==> config.mk <==
export PLATFORM = sky130hd
export DESIGN_NAME = alu
export DESIGN_NICKNAME = d
export VERILOG_FILES = /design/src/rtl/alu.sv
export SDC_FILE = /design/constraint.sdc
export NUM_CORES = 1
export LEC_CHECK = 0
export ABC_AREA = 1
export CAP_MARGIN = 20
export CORE_UTILIZATION = 45
export CTS_BUF_LIST = sky130_fd_sc_hd__clkbuf_4 sky130_fd_sc_hd__clkbuf_8
export CTS_CLUSTER_DIAMETER = 150
export DETAILED_ROUTE_END_ITERATION = 10
export PLACE_DENSITY = 0.73
export SETUP_SLACK_MARGIN = 0.2
export SLEW_MARGIN = 0
export SYNTH_ARGS = -nofsm -noshare
export SYNTH_HDL_FRONTEND = slang
export SYNTH_SLANG_ARGS = --single-unit
==> constraint.sdc <==
create_clock -name clk -period 4 [get_ports clk]
set_input_delay 0.8 -clock clk [delete_from_list [all_inputs] [get_ports clk]]
set_output_delay 0.8 -clock clk [all_outputs]
set_load 0.02 [all_outputs]
==> src/rtl/alu.sv <==
// rtl/alu.sv - 32-bit ALU with a one-cycle registered result, Zero and Overflow flags
module alu (
    input  logic        clk,
    input  logic        reset,
    input  logic [31:0] A,
    input  logic [31:0] B,
    input  logic [2:0]  ALUOp,
    output logic [31:0] C,
    output logic        Zero,
    output logic        Overflow
);

    typedef enum logic [2:0] {
        OP_ADD  = 3'b000,
        OP_SUB  = 3'b001,
        OP_AND  = 3'b010,
        OP_OR   = 3'b011,
        OP_SRL  = 3'b100,
        OP_SRA  = 3'b101,
        OP_SLT  = 3'b110,
        OP_SLTU = 3'b111
    } alu_op_t;

    logic [31:0] sum;
    logic [31:0] diff;
    logic [4:0]  shamt;
    logic [31:0] result;
    logic        ovf;

    assign sum   = A + B;
    assign diff  = A - B;
    assign shamt = B[4:0];

    always_comb begin
        result = 32'h0;
        ovf    = 1'b0;
        case (alu_op_t'(ALUOp))
            OP_ADD: begin
                result = sum;
                ovf    = (A[31] == B[31]) && (sum[31] != A[31]);
            end
            OP_SUB: begin
                result = diff;
                ovf    = (A[31] != B[31]) && (diff[31] != A[31]);
            end
            OP_AND:  result = A & B;
            OP_OR:   result = A | B;
            OP_SRL:  result = A >> shamt;
            OP_SRA:  result = $unsigned($signed(A) >>> shamt);
            OP_SLT:  result = {31'h0, $signed(A) < $signed(B)};
            OP_SLTU: result = {31'h0, A < B};
            default: result = 32'h0;
        endcase
    end

    // Zero is derived from the same result that lands in C, so the two never disagree.
    always_ff @(posedge clk) begin
        if (reset) begin
            C        <= 32'h0;
            Zero     <= 1'b1;
            Overflow <= 1'b0;
        end else begin
            C        <= result;
            Zero     <= (result == 32'h0);
            Overflow <= ovf;
        end
    end

endmodule

Word-level counts from Yosys, hierarchy flattened
Index checks and enable logic that the tools add are counted.

word-level totals
  register bits after elaboration = 34
  input bits = 69
  output and inout bits = 34

operators by class
  add/sub/neg operators = 2
  order comparisons = 2
  equality and inequality tests = 11
  shift-type cells = 2
  mux-type cells = 2
  bitwise logic cells = 2
  reductions and logical operators = 4

operators with widths
  cell                                           number
  case mux 32 bit (8 select lines)               1
  less-than comparator 32 bit                    2
  adder 32 bit                                   1
  bitwise AND 32 bit                             1
  zero test 32 bit                               1
  OR 32 bit                                      1
  >> shifter 32 x 5 -> 32 bit                    1
  >>> shifter 32 x 5 -> 32 bit                   1
  subtractor 32 bit                              1
  == test 3 bit, second input constant           4
  == test 3 x 2 -> 1 bit, second input constant  2
  == test 3 x 1 -> 1 bit, second input constant  1
  zero test 3 bit                                1
  inequality test 1 bit                          3
  logical AND 1 bit                              2
  case mux 1 bit (2 select lines)                1
  == test 1 bit                                  1

Depth between registers and ports, before layout
Gate-level depths: netlist of the first run.

  depth after elaboration = 4
  gate-level depth with buffers = 24
  depth with buffers taken out = 23

Worst setup path before layout of the first run
OpenSTA, ideal clock, no wires.

  path type = input to register
  start = in B[3]
  end = reg Zero
  data arrival time = 2,985 ps
  required time = 3,940 ps
  slack = 955 ps
  stages = 22
  path buffers = 2
  cell sequence = buf_2 -> clkinv_1 -> buf_1 -> ha_1 -> inv_1 -> nand2_1 -> nand2_1 -> nand2_1 -> nand3_2 -> nand2_1 -> nand2_1 -> nand2_1 -> nand3_1 -> nand3_1 -> nand2_1 -> nor2_1 -> nand2_1 -> nor2_1 -> nand2_1 -> nor2_1 -> nand2_1 -> nand2_1

between the ends
  longest elaborated chain between the ends = 3

ends and longest elaborated chain
  item                                       line  source
  start, declared                            6     input logic [31:0] B,
  subtractor 32 bit (tied with other cells)  31    assign diff = A - B;
  case mux 32 bit (8 select lines) (*)       37    case (alu_op_t'(ALUOp))
  zero test 32 bit (*)                       64    Zero <= (result == 32'h0);
  end signal, assigned                       64
  end, declared                              9     output logic Zero,

Every way passes the cells marked *; elsewhere a longest branch is shown, timed or not.
A chain may end at the register's enable or synchronous reset.

Worst setup path after layout of the first run
  start = in A[5]
  end = reg Zero

between the ends
  longest elaborated chain between the ends = 3

ends and longest elaborated chain
  item                                       line  source
  start, declared                            5     input logic [31:0] A,
  subtractor 32 bit (tied with other cells)  31
  case mux 32 bit (8 select lines) (*)       37
  zero test 32 bit (*)                       64

Marks and branches as above.

==> flow_summary.yaml, run 1 <==
global_route:
  grt_util_met2: 0.606
  grt_use_met3: 0.0347
  grt.busiest_layer: "met2"
  grt_max_degree: 36
  grt_usage: 0.394
  gr-usage-met1: 0.567
  grt_overflow: 0
  grt_pass1_vias: 11300
  grt_pass1_wl_um: 64300
  antenna_found_initial: 0
die:
  die_area_sq_um: 21400
  initial_core_util: 0.461
  rows: 52
  die_y_um: 146
  fp.dieW_um: 146
  core_area_sq_um: 20400
  io_pins: 103
place:
  hpwl_um: 36600
  place.gp.congestion: 1.05
  port_buffers: 102
  placedInstanceArea_sq_um: 11100
  pre_cts_ws_ps: -26.2
critical_path:
  endpoint_kind: "flip-flop"
  cp_slowest_cell: "clkdlybuf4s50_1"
  crit_required_ps: 4230
  critPathMaxStageDelay_ps: 520
  setup.worst_path.end: "Zero"
  critPathTopFamily: "simple AND/OR/NAND/NOR gates"
  path_class: "input port to flip-flop"
  cp_max_fo: 6
  setup.worst_path.start: "A[5]"
  critPathArrivalTime_ps: 3840
  critPathLaunchType: "input port"
  path_depth: 22
  crit_top_cell: "nand2_1"
  path_buf_inv: 3
  cp_cell_sequence: "clkdlybuf4s50_1, inv_1, ha_1, buf_4, nor2_4, nand2_1, nand3b_1, nand2_2, nand2_1, nand2_1, nand2_1, nand2_1, nand2_1, nand3_1, nand2_1, nand2_2, nand2_1, nor2_1, nand2_1, nor2_1, nand2_1, nand2_1"
sta:
  fin_crit_ps: 3610
  worstMarginPinSlew_ps: 753
  worst_slack_ps: 392
  setup_violations: 0
  rsz0062_at_grt: "false"
  period_share: 0.902
  holdWs_ps: 1240
  relSlewSlack: 0.497
  max_freq_mhz: 277
  slew_viol_final: 0
  hold_viol: 0
synthesis:
  synth_cell_type_count: 41
  synth_ff_type: "dfxtp_1"
  ys_seq_area_frac: 0.0725
  syn_area_sq_um: 9380
  synth.most_common_cell: "nand2_1"
  synthTopCellsByArea: "nand2_1 (24%), ha_1 (13%), nand3_1 (13%), inv_1 (11%), nor2_1 (8.1%)"
  yosys.area.top_type_share: 0.238
  synthesis.instances: 1839
  synth_commonest_cells: "nand2_1 (595), inv_1 (287), nand3_1 (237), nor2_1 (203), a21oi_1 (101)"
  post_synth.cell_area_avg_sq_um: 5.10
  syn-num-nets: 2006
  synth_warnings: 0
  synth-edff-count: 0
  synth_largest_area_cell: "nand2_1"
  async_flop_share: 0
  ys_ff_latch: 34
clock_tree:
  clock-sinks: 34
  cts.path.max_buffers: 2
  holdBufCountCts: 0
  cts_root_buf: "clkbuf_8"
  ctsResizeCount: 0
  cts_tree: "built"
  cts_inserted_buffers: 5
  cts_htree_levels: 2
  cts_setup_buffers: 0
  clkSlewWorstSetupHoldPaths_ps: 70
power_and_ir_drop:
  clkPwrFrac: 0.118
  p_int_w: 0.00100
  swShare: 0.530
  p_switching_w: 0.00113
  finalPower_w: 0.00213
  p_comb_frac: 0.706
  p_leak_nw: 6.32
  p_per_area_nw_per_um2: 190
  peakVddDrop_uv: 140
  p_seq_frac: 0.177
drt:
  via_count: 12600
  wirelength_um: 43000
  viasPerCell: 5.62
  post_drt_wl_per_cell_um: 19.2
  drtIter0Drc: 1394
  final_antenna_net_count: 0
  route.detailed.drc: 0
  first_pass_iters: 6
final_layout:
  diodes: 0
  area_growth_pct: 19.3
  nNetsFinal: 2139
  nFillCells: 2287
  postLayoutCoreUtil: 0.550
  drive_gt1_frac: 0.0756
  design_area_sq_um: 11200
status:
  outcome: "finished, final reports clean"
min_path:
  hold_path.class: "input port to flip-flop"
job:
  cap_violations: 0
-- worst min path at each step --
stage          cells after the start    to      from
3_5_place_dp                       3  C[3]     reset
3_3_place_gp                       3  C[8]     reset
5_1_grt                            3  C[1]     reset
2_1_floorplan                      5  C[0]  ALUOp[0]
4_1_cts                            3  C[3]     reset
6_report                           3  C[3]     reset
-- area by class of cell --
class	instances	area [sq um]	area share
multi-input combinational	1439	7230	0.645
timing repair buffer	196	1760	0.157
inverter	296	1110	0.0994
sequential	34	681	0.0608
tap	270	338	0.0302
clock buffer	5	68.8	0.00615
clock inverter	2	10.0	0.000894
-- kinds of logic (layout without fill, tap and decap cells) --
| group | after synthesis | count (layout) | synth area share |
|---|---|---|---|
| AOI/OAI and AO/OA | 240 | 240 | 0.139 |
| xor gates and xnor gates | 3 | 3 | 0.00280 |
| adders and majority gates | 98 | 98 | 0.132 |
| buffers and inverters | 366 | 499 | 0.163 |
| DFF | 34 | 34 | 0.0725 |
| and+or+nand+nor | 1098 | 1098 | 0.490 |
-- power by group through the flow --
stage               clock network (W)  registers (W)  logic [W]
floorplan                           0       0.000422   0.000839
global placement                    0       0.000383    0.00144
detailed placement                  0       0.000385    0.00144
CTS                          0.000251       0.000377    0.00145
global route                 0.000266       0.000378    0.00163
finish                       0.000250       0.000376    0.00150
-- cells in the final DEF (no fill, tap or decap), types with 2 or more instances in the layout --
cell | netlist | final
dlymetal6s2s_1 | 0 | 3
o21ai_1 | 9 | 10
a21oi_2 | 1 | 3
nand3b_1 | 6 | 6
dfxtp_1 | 34 | 34
nand4_1 | 23 | 23
nand3_1 | 237 | 236
ha_2 | 0 | 6
buf_12 | 0 | 2
and2_1 | 3 | 3
nor2_2 | 6 | 9
inv_2 | 7 | 8
nor3_1 | 13 | 10
o21ai_0 | 89 | 88
clkinv_2 | 0 | 2
nand2_2 | 6 | 9
nor2_1 | 203 | 200
nand2_1 | 595 | 592
a211oi_1 | 6 | 6
clkdlybuf4s50_1 | 0 | 99
o21bai_1 | 8 | 8
nor3_2 | 1 | 4
buf_4 | 13 | 92
inv_1 | 287 | 286
a21oi_1 | 101 | 99
clkbuf_8 | 0 | 5
xor2_1 | 3 | 3
o22ai_1 | 2 | 2
o211ai_1 | 16 | 16
o221ai_1 | 3 | 3
ha_1 | 96 | 90
nand3_2 | 3 | 4
-- through the flow --
stage	setup TNS [ps]	std cells
global route	0	2242
global placement	-36.4	2235
finish	0	2242
detailed placement	-26.2	2235
floorplan	0	1839
CTS	0	2242
-- metal layers --
| layer | share of wire | wire, um |
|---|---|---|
| met1 | 0.44 | 19000 |
| met2 | 0.42 | 18100 |
| met3 | 0.099 | 4260 |
| met4 | 0.038 | 1620 |
| met5 | 0 | 0 |
-- registers in the layout, indices dropped and copies added (netlist names) --
register	count
Zero	1
C	32
Overflow	1
No activity file was read; power rests on OpenSTA's default activity.
==> run 2, diff against run 1 <==
--- a/config.mk
+++ b/config.mk
@@ -11,7 +11,7 @@
 export CTS_BUF_LIST = sky130_fd_sc_hd__clkbuf_4 sky130_fd_sc_hd__clkbuf_8
 export CTS_CLUSTER_DIAMETER = 150
 export DETAILED_ROUTE_END_ITERATION = 10
-export PLACE_DENSITY = 0.73
+export PLACE_DENSITY = 0.66
 export SETUP_SLACK_MARGIN = 0.2
 export SLEW_MARGIN = 0
 export SYNTH_ARGS = -nofsm -noshare
==> flow_summary.yaml, run 2 (same netlist as run 1, synthesis figures left out) <==
drt:
  route.detailed.drc: 0
  wirelength_um: 42800
  first_pass_iters: 5
  viasPerCell: 5.55
  drtIter0Drc: 1372
  final_antenna_net_count: 0
  post_drt_wl_per_cell_um: 18.8
  via_count: 12600
power_and_ir_drop:
  p_per_area_nw_per_um2: 190
  p_leak_nw: 6.45
  peakVddDrop_uv: 137
  finalPower_w: 0.00217
global_route:
  grt_pass1_vias: 11500
  grt_usage: 0.393
  grt_overflow: 0
  antenna_found_initial: 0
  grt_max_degree: 36
  grt_pass1_wl_um: 64200
final_layout:
  nNetsFinal: 2172
  regMostFlops: "C"
  final_cell_mix: "nand2_1 (593), inv_1 (286), nand3_1 (237), nor2_1 (200), buf_4 (126)"
  area_growth_pct: 21.5
  drive_gt1_frac: 0.0868
  stdcell_count: 2275
  postLayoutCoreUtil: 0.560
  largest_reg_flops: 32
  largestRegisters: "C (32), Overflow (1), Zero (1)"
  diodes: 0
  layout_commonest_cell: "nand2_1"
  nFillCells: 2248
sta:
  relSlewSlack: 0.518
  period_share: 0.892
  hold_viol: 0
  setup-tns-final_ps: 0
  fin_crit_ps: 3570
  holdWs_ps: 1240
  setup_violations: 0
  rsz0062_at_grt: "false"
  slew_viol_final: 0
  max_freq_mhz: 280
  worstMarginPinSlew_ps: 722
critical_path:
  endpoint_kind: "flip-flop"
  cp_max_fo: 6
  crit_required_ps: 4240
  path_class: "input port to flip-flop"
  critPathLaunchType: "input port"
  critPathArrivalTime_ps: 3800
die:
  rows: 52
  initial_core_util: 0.461
  fp.dieW_um: 146
  die_area_sq_um: 21400
  io_pins: 103
  die_y_um: 146
  core_area_sq_um: 20400
place:
  hpwl_um: 36400
  place.gp.congestion: 1.00
  dp_cells: 2267
  port_buffers: 102
clock_tree:
  cts.path.max_buffers: 2
  cts_inserted_buffers: 5
  cts_root_buf: "clkbuf_8"
  cts_htree_levels: 2
  holdBufCountCts: 0
  cts_tree: "built"
  clkSlewWorstSetupHoldPaths_ps: 70
  clock-sinks: 34
min_path:
  hold_path.class: "input port to flip-flop"
  hold_depth: 3
job:
  cap_violations: 0
status:
  outcome: "finished, final reports clean"
run 2: layout make-up:
cell class / count / area, sq um / area share
clock buffers: 5 / 68.8 / 0.00604
well taps: 270 / 338 / 0.0296
repair buffers: 229 / 1980 / 0.174
clock inverters: 2 / 10.0 / 0.000878
multi-input cells: 1439 / 7210 / 0.632
inverters: 296 / 1110 / 0.0977
flip-flops and latches: 34 / 681 / 0.0597
run 2: worst paths after layout:
check / slack, ps / start / endpoint
worst max-delay path: 430 / B[2] / Zero
worst min-delay path: 1240 / reset / C[3]
run 2: metal layers:
layer / track usage / up-vias / part of all wire
met3: 0.0459 / 80 / 0.099
met1: 0.541 / 5713 / 0.43
met2: 0.622 / 698 / 0.43
li1: - / 6125 / -
met5: 0 / - / 0
met4: 0.158 / 0 / 0.038
run 2: repair_timing:
| action | CTS | global route |
|---|---|---|
| endpoints found under the setup margin | 0 | 1 |
| resized for setup | 0 | 13 |
| endpoints found under the hold margin | 0 | 0 |
| buffers inserted | 0 | 1 |
run 2: worst max-delay path, stage by stage:
cell             delay (ps)
clkdlybuf4s50_1         520
inv_2                    60
ha_1                    390
inv_1                    90
nand2_1                 100
nand3_1                 250
nand2_1                 190
nand2_1                 140
nand2_1                 110
nand3_1                  80
nand3_1                 180
nand4_1                 120
buf_4                   170
nor2_1                   80
nand2_1                  60
nor2_1                  100
nand2_1                 100
nor2_4                  150
nand2_1                  70
nand2_1                  50
run 2: power breakdown:
group	internal, W	total (W)	switching [W]
Sequential	0.000368	0.000376	0.00000747
Combinational	0.000549	0.00154	0.000994
Clock	0.000117	0.000251	0.000134
Total	0.00103	0.00217	0.00114
run 2: per-stage QoR:
step	area, sq um	worst slack (ps)
after CTS	11400	242
after global routing	11400	212
after global placement	11300	23.8
after floorplan	9380	955
final	11400	430
after detailed placement	11300	-57.7
